[src/rtl/sdpram_be_sc_if.sv]
// Port bundle for sdpram_be_sc: init control, byte-enable write port, read port
// and the FSM state for observation.
interface sdpram_be_sc_if #(
  parameter int ADDR_WIDTH = 6,
  parameter int DATA_WIDTH = 64,
  parameter int BE_WIDTH   = 8
);
  // Handshake: wr_en/rd_en/init_req are single-cycle strobes that are accepted
  // only when init_busy is low (init_busy acts as an inverted ready). Strobes
  // that arrive while init_busy is high are dropped, not queued. rd_valid
  // pulses for exactly one cycle per accepted read, in issue order.
  logic                  init_req;
  logic                  init_busy;
  logic                  wr_en;
  logic [ADDR_WIDTH-1:0] wr_addr;
  logic [DATA_WIDTH-1:0] wr_data;
  logic [BE_WIDTH-1:0]   wr_byte_en;
  logic                  rd_en;
  logic [ADDR_WIDTH-1:0] rd_addr;
  logic [DATA_WIDTH-1:0] rd_data;
  logic                  rd_valid;
  logic                  dbg_state;

  modport master (
    output init_req, wr_en, wr_addr, wr_data, wr_byte_en, rd_en, rd_addr,
    input  init_busy, rd_data, rd_valid, dbg_state
  );

  modport slave (
    input  init_req, wr_en, wr_addr, wr_data, wr_byte_en, rd_en, rd_addr,
    output init_busy, rd_data, rd_valid, dbg_state
  );
endinterface

[src/rtl/sdpram_be_sc.sv]
// Single-clock simple dual-port RAM with byte enables, optional output register,
// selectable collision mode and an init sweep that clears every entry.
module sdpram_be_sc #(
  parameter int                    ADDR_WIDTH = 6,
  parameter int                    DATA_WIDTH = 64,
  parameter int                    BYTE_SIZE  = 8,
  parameter int                    BE_WIDTH   = DATA_WIDTH / BYTE_SIZE,
  parameter int                    OUTPUT_REG = 0,
  parameter int                    BYPASS     = 1,
  parameter logic [DATA_WIDTH-1:0] INIT_VALUE = '0
) (
  input  logic          clk,
  input  logic          rst_n,
  sdpram_be_sc_if.slave bus
);
  localparam int DEPTH = 2 ** ADDR_WIDTH;

  generate
    if ((DATA_WIDTH % BYTE_SIZE) != 0 || BE_WIDTH != DATA_WIDTH / BYTE_SIZE ||
        (BYTE_SIZE != 8 && BYTE_SIZE != 9)) begin : g_bad_cfg
      $error("sdpram_be_sc: DATA_WIDTH must be a multiple of BYTE_SIZE (8 or 9)");
    end
  endgenerate

  typedef enum logic {ST_INIT = 1'b0, ST_IDLE = 1'b1} state_t;

  state_t                state;
  logic [ADDR_WIDTH-1:0] init_cnt;
  logic                  init_busy_q;
  logic                  wr_go;
  logic                  rd_go;
  logic [DATA_WIDTH-1:0] mem [DEPTH];
  logic [DATA_WIDTH-1:0] rd_word;
  logic [DATA_WIDTH-1:0] rd1_data;
  logic                  rd1_valid;

  // The counter parks at DEPTH-1 so a finished sweep never starts a second pass.
  always_ff @(posedge clk or negedge rst_n) begin
    if (!rst_n) begin
      state       <= ST_INIT;
      init_cnt    <= '0;
      init_busy_q <= 1'b1;
    end else begin
      case (state)
        ST_INIT: begin
          if (&init_cnt) begin
            state       <= ST_IDLE;
            init_busy_q <= 1'b0;
          end else begin
            init_cnt <= init_cnt + 1'b1;
          end
        end
        ST_IDLE: begin
          if (bus.init_req) begin
            state       <= ST_INIT;
            init_cnt    <= '0;
            init_busy_q <= 1'b1;
          end
        end
        default: state <= ST_INIT;
      endcase
    end
  end

  assign bus.init_busy = init_busy_q;
  assign bus.dbg_state = state;

  assign wr_go = (state == ST_IDLE) && bus.wr_en;
  assign rd_go = (state == ST_IDLE) && bus.rd_en;

  always_ff @(posedge clk) begin
    if (state == ST_INIT) begin
      mem[init_cnt] <= INIT_VALUE;
    end else if (wr_go) begin
      for (int i = 0; i < BE_WIDTH; i++) begin
        if (bus.wr_byte_en[i]) begin
          mem[bus.wr_addr][i*BYTE_SIZE +: BYTE_SIZE] <= bus.wr_data[i*BYTE_SIZE +: BYTE_SIZE];
        end
      end
    end
  end

  // Write-first collision merges the incoming lanes over the stored word.
  always_comb begin
    rd_word = mem[bus.rd_addr];
    if (BYPASS != 0 && wr_go && bus.wr_addr == bus.rd_addr) begin
      for (int i = 0; i < BE_WIDTH; i++) begin
        if (bus.wr_byte_en[i]) begin
          rd_word[i*BYTE_SIZE +: BYTE_SIZE] = bus.wr_data[i*BYTE_SIZE +: BYTE_SIZE];
        end
      end
    end
  end

  always_ff @(posedge clk or negedge rst_n) begin
    if (!rst_n) begin
      rd1_valid <= 1'b0;
      rd1_data  <= '0;
    end else begin
      rd1_valid <= rd_go;
      if (rd_go) begin
        rd1_data <= rd_word;
      end
    end
  end

  generate
    if (OUTPUT_REG != 0) begin : g_out_reg
      logic [DATA_WIDTH-1:0] rd2_data;
      logic                  rd2_valid;

      always_ff @(posedge clk or negedge rst_n) begin
        if (!rst_n) begin
          rd2_valid <= 1'b0;
          rd2_data  <= '0;
        end else begin
          rd2_valid <= rd1_valid;
          if (rd1_valid) begin
            rd2_data <= rd1_data;
          end
        end
      end

      assign bus.rd_data  = rd2_data;
      assign bus.rd_valid = rd2_valid;
    end else begin : g_no_out_reg
      assign bus.rd_data  = rd1_data;
      assign bus.rd_valid = rd1_valid;
    end
  endgenerate
endmodule

[src/flat_wrapper.sv]
// flat-port wrapper written by rule: the top's interface ports become plain ports
module sdpram_be_sc_flat 
#(
  parameter int                    ADDR_WIDTH = 6,
  parameter int                    DATA_WIDTH = 64,
  parameter int                    BYTE_SIZE  = 8,
  parameter int                    BE_WIDTH   = DATA_WIDTH / BYTE_SIZE,
  parameter int                    OUTPUT_REG = 0,
  parameter int                    BYPASS     = 1,
  parameter logic [DATA_WIDTH-1:0] INIT_VALUE = '0
)
  (clk, rst_n, bus_init_req, bus_wr_en, bus_wr_addr, bus_wr_data, bus_wr_byte_en, bus_rd_en, bus_rd_addr, bus_init_busy, bus_rd_data, bus_rd_valid, bus_dbg_state);
  sdpram_be_sc_if #(.ADDR_WIDTH(ADDR_WIDTH), .DATA_WIDTH(DATA_WIDTH), .BE_WIDTH(BE_WIDTH)) bus_i ();
  input  logic clk;
  input  logic rst_n;
  input wire logic [$bits(bus_i.init_req)-1:0] bus_init_req;
  input wire logic [$bits(bus_i.wr_en)-1:0] bus_wr_en;
  input wire logic [$bits(bus_i.wr_addr)-1:0] bus_wr_addr;
  input wire logic [$bits(bus_i.wr_data)-1:0] bus_wr_data;
  input wire logic [$bits(bus_i.wr_byte_en)-1:0] bus_wr_byte_en;
  input wire logic [$bits(bus_i.rd_en)-1:0] bus_rd_en;
  input wire logic [$bits(bus_i.rd_addr)-1:0] bus_rd_addr;
  output wire logic [$bits(bus_i.init_busy)-1:0] bus_init_busy;
  output wire logic [$bits(bus_i.rd_data)-1:0] bus_rd_data;
  output wire logic [$bits(bus_i.rd_valid)-1:0] bus_rd_valid;
  output wire logic [$bits(bus_i.dbg_state)-1:0] bus_dbg_state;
  assign bus_i.init_req = bus_init_req;
  assign bus_i.wr_en = bus_wr_en;
  assign bus_i.wr_addr = bus_wr_addr;
  assign bus_i.wr_data = bus_wr_data;
  assign bus_i.wr_byte_en = bus_wr_byte_en;
  assign bus_i.rd_en = bus_rd_en;
  assign bus_i.rd_addr = bus_rd_addr;
  assign bus_init_busy = bus_i.init_busy;
  assign bus_rd_data = bus_i.rd_data;
  assign bus_rd_valid = bus_i.rd_valid;
  assign bus_dbg_state = bus_i.dbg_state;
  sdpram_be_sc #(.ADDR_WIDTH(ADDR_WIDTH), .DATA_WIDTH(DATA_WIDTH), .BYTE_SIZE(BYTE_SIZE), .BE_WIDTH(BE_WIDTH), .OUTPUT_REG(OUTPUT_REG), .BYPASS(BYPASS), .INIT_VALUE(INIT_VALUE)) u_core (.clk(clk), .rst_n(rst_n), .bus(bus_i));
endmodule
[config.mk]
export PLATFORM = sky130hd
export DESIGN_NAME = sdpram_be_sc_flat
export DESIGN_NICKNAME = d
export VERILOG_FILES = /design/src/rtl/sdpram_be_sc_if.sv /design/src/rtl/sdpram_be_sc.sv /design/src/flat_wrapper.sv
export SDC_FILE = /design/constraint.sdc
export NUM_CORES = 2
export LEC_CHECK = 0
export ABC_AREA = 1
export BUFFER_PORTS_ARGS = -buffer_cell sky130_fd_sc_hd__buf_2
export CAP_MARGIN = 0
export CORE_UTILIZATION = 50
export DETAILED_ROUTE_END_ITERATION = 10
export PLACE_DENSITY = 0.61
export SLEW_MARGIN = 0
export SYNTH_ARGS = -nofsm -noshare
export SYNTH_HDL_FRONTEND = slang
export SYNTH_SLANG_ARGS = --single-unit
export TNS_END_PERCENT = 1
[constraint.sdc]
create_clock -name clk -period 11.1 [get_ports clk]
set_clock_uncertainty 0.2 [all_clocks]
set_input_delay 2.22 -clock clk [delete_from_list [all_inputs] [get_ports clk]]
set_output_delay 2.22 -clock clk [all_outputs]
set_load 0.02 [all_outputs]
==> impl_metrics.json <==
{
  "reg2reg_from": "u_core.bus.dbg_state$_DFF_PN0_",
  "rsz0062_at_grt": "false",
  "wl_um": 509000,
  "die_h_um": 584,
  "ys.flop_type": "edfxtp_1",
  "grt_pass1_wl_um": 731000,
  "status": "finished clean",
  "vias_per_cell": 5.87,
  "clkTransAtPathRegs_ns": 0.06,
  "hold_class": "reg2reg",
  "grt_max_degree": 201,
  "postCtsHoldBufs": 0,
  "fin_nets": 14400,
  "track_usage": 0.294,
  "holdPathStages": 2,
  "rrSetupSlack_ns": 6.88,
  "cts_htree_levels": 5,
  "clock_latency_ns": 0.97,
  "finalCritPeriodShare": 0.532,
  "critPathKind": "in2reg",
  "worst_setup_path_end_kind": "register",
  "setup_viol": 0,
  "coreArea_sq_um": 337000,
  "die_area_sq_um": 341000,
  "final_area_sq_um": 188000,
  "slew_viol_final": 0,
  "p_per_area_nw_per_um2": 226,
  "synth_area_sq_um": 169000,
  "crit_path_max_fanout": 200,
  "die_w_um": 584,
  "power_w": 0.0424,
  "avgSynthCellArea_sq_um": 11.6,
  "hold_end": "u_core.bus.rd_data[17]$_DFFE_PN0P_",
  "synth_edf_count": 4096,
  "tritoncts": "built",
  "drt-initial-drc-count": 14400,
  "ant_nets": 0,
  "post_cts_resize_count": 0,
  "fp-row-count": 213,
  "netlist_top_cells_count": "nand2_1 (4550), edfxtp_1 (4096), nand3_1 (3970), clkbuf_1 (829), nor2_1 (579)",
  "drtPass1Iterations": 6,
  "io_buffers": 155,
  "cap_violations": 0,
  "yosysSeqAreaShare": 0.737,
  "clock_tree.buffer_depth": 4,
  "crit_path_start_kind": "input pin",
  "synth_top_area_share": 0.726,
  "yosys-top-cells-area": "edfxtp_1 (73%), nand3_1 (12%), nand2_1 (10%)",
  "numCtsBuffers": 428,
  "place_area_sq_um": 174000,
  "synthCells": 14600,
  "ios": 156,
  "start_util": 0.503,
  "yosysMostFrequentCell": "nand2_1",
  "ys_ff_latch": 4169,
  "vias": 113000,
  "arrival_ns": 6.60,
  "r2r_cells": 11,
  "tns_ns": 0,
  "period_minus_slack_ns": 5.90,
  "p_leak_nw": 68.7,
  "hold_viol": 0,
  "synth_cell_types": 31,
  "max-vdd-ir-drop_mv": 0.241,
  "min-delay-start": "u_core.bus.rd_data[17]$_DFFE_PN0P_",
  "rr_endpoint": "u_core.mem[48][40]$_DFFE_PP_",
  "overflow": 0,
  "layout-drive-gt1-share": 0.0738,
  "ys_async_sr_fraction": 0.0175,
  "route.detailed.drc": 0,
  "synthesis.nets": 14700,
  "gp_congestion": 0.827,
  "yosys_warnings": 0,
  "yosysTopAreaCell": "edfxtp_1",
  "clock_sinks": 4169,
  "grt_pass1_vias": 105000,
  "dpl.hpwl_um": 278000,
  "avgRoutedWirePerCell_um": 26.4,
  "root_buffer": "clkbuf_16",
  "cp.required_ns": 11.80,
  "tightest_slew_ns": 1.50,
  "antenna_found_initial": 52,
  "fmax_mhz": 169,
  "slew_headroom": 0.00298,
  "cts_setup_buffers": 0,
  "syn_to_final_growth_pct": 11.0
}
-- layout make-up --
type	instances	area, sq um
tap	4515	5650
antenna	41	103
clock buffer	556	11400
clock inverter	229	2020
timing repair buffer	330	2360
fill	28000	149000
multi-input combinational	9254	40900
inverter	156	633
sequential	4169	125000
-- metrics by stage --
| step | hold slack [ns] | worst slack [ns] | util | instances |
|---|---|---|---|---|
| finish | 0.278 | 5.20 | 0.558 | 19300 |
| detailed placement | 0.260 | 4.33 | 0.518 | 18400 |
| floorplan | 0.286 | 5.61 | - | 14600 |
| global placement | 0.259 | 4.36 | 0.518 | 18400 |
| CTS | 0.284 | 5.33 | 0.557 | 19200 |
| global route | 0.305 | 4.94 | 0.558 | 19200 |
-- state kept, by name (all words and copies together) (netlist names) --
signal                flops
u_core.mem             4096
u_core.bus.rd_data       64
u_core.bus.init_busy      1
u_core.bus.rd_valid       1
u_core.bus.dbg_state      1
u_core.init_cnt           6
-- how the worst max path moves through the flow --
| stage | end | from | cells after the start |
|---|---|---|---|
| 2_1_floorplan | u_core.mem[0][10]$_DFFE_PP_ | bus_wr_en | 10 |
| 3_3_place_gp | u_core.bus.rd_data[43]$_DFFE_PN0P_ | bus_rd_addr[0] | 14 |
| 3_5_place_dp | u_core.bus.rd_data[42]$_DFFE_PN0P_ | bus_rd_addr[0] | 14 |
| 4_1_cts | u_core.bus.rd_data[42]$_DFFE_PN0P_ | bus_rd_addr[0] | 14 |
| 5_1_grt | u_core.bus.rd_data[42]$_DFFE_PN0P_ | bus_rd_addr[0] | 14 |
| 6_report | u_core.bus.rd_data[42]$_DFFE_PN0P_ | bus_rd_addr[0] | 14 |
-- per-layer routing --
layer  wire [um]  vias to the layer above  global-route usage
met2      234000                     5514               0.449
met1      205000                    55500               0.416
met5          75                        -                   0
li1            -                    51100                   -
met4       22500                       12               0.131
met3       46300                      882              0.0481
-- worst max-delay path, stage by stage --
cell	delay, ns
buf_12	0.51
buf_12	0.63
buf_4	0.85
buf_4	0.89
nand2_1	0.12
nand3_1	0.13
nand3_1	0.15
nand3_1	0.15
nand3_1	0.09
nand3_1	0.12
nand2_1	0.07
nand2_1	0.09
nand2_1	0.08
nand2_1	0.06
-- cells by family after synthesis --
family                   after synthesis  synth area share
buffers and inverters               1143            0.0254
AND/OR/NAND/NOR                     9218             0.236
XOR/XNOR                               2          0.000103
AO/OA/AOI/OAI                         33           0.00115
flip-flops                          4169             0.737
adder cells (fa/ha/maj)                1         0.0000739
-- cell usage in the layout (no fill, tap or decap), types with 72 or more instances in the layout --
master / synthesis / routed
buf_4: 1 / 159
nor2_4: 9 / 73
buf_2: 7 / 148
nand2_1: 4550 / 4518
edfxtp_1: 4096 / 4096
clkbuf_1: 829 / 112
nand3_1: 3970 / 3970
clkinv_1: 1 / 92
dfrtp_1: 72 / 72
clkbuf_16: 0 / 433
inv_1: 145 / 142
nor2_1: 579 / 515
clkinv_2: 0 / 76
-- power breakdown --
group          total, W  internal, W  switching [W]
Sequential       0.0212       0.0207       0.000471
Combinational   0.00717      0.00111        0.00606
Clock            0.0140      0.00793        0.00605
No activity file was read; power rests on OpenSTA's default activity.
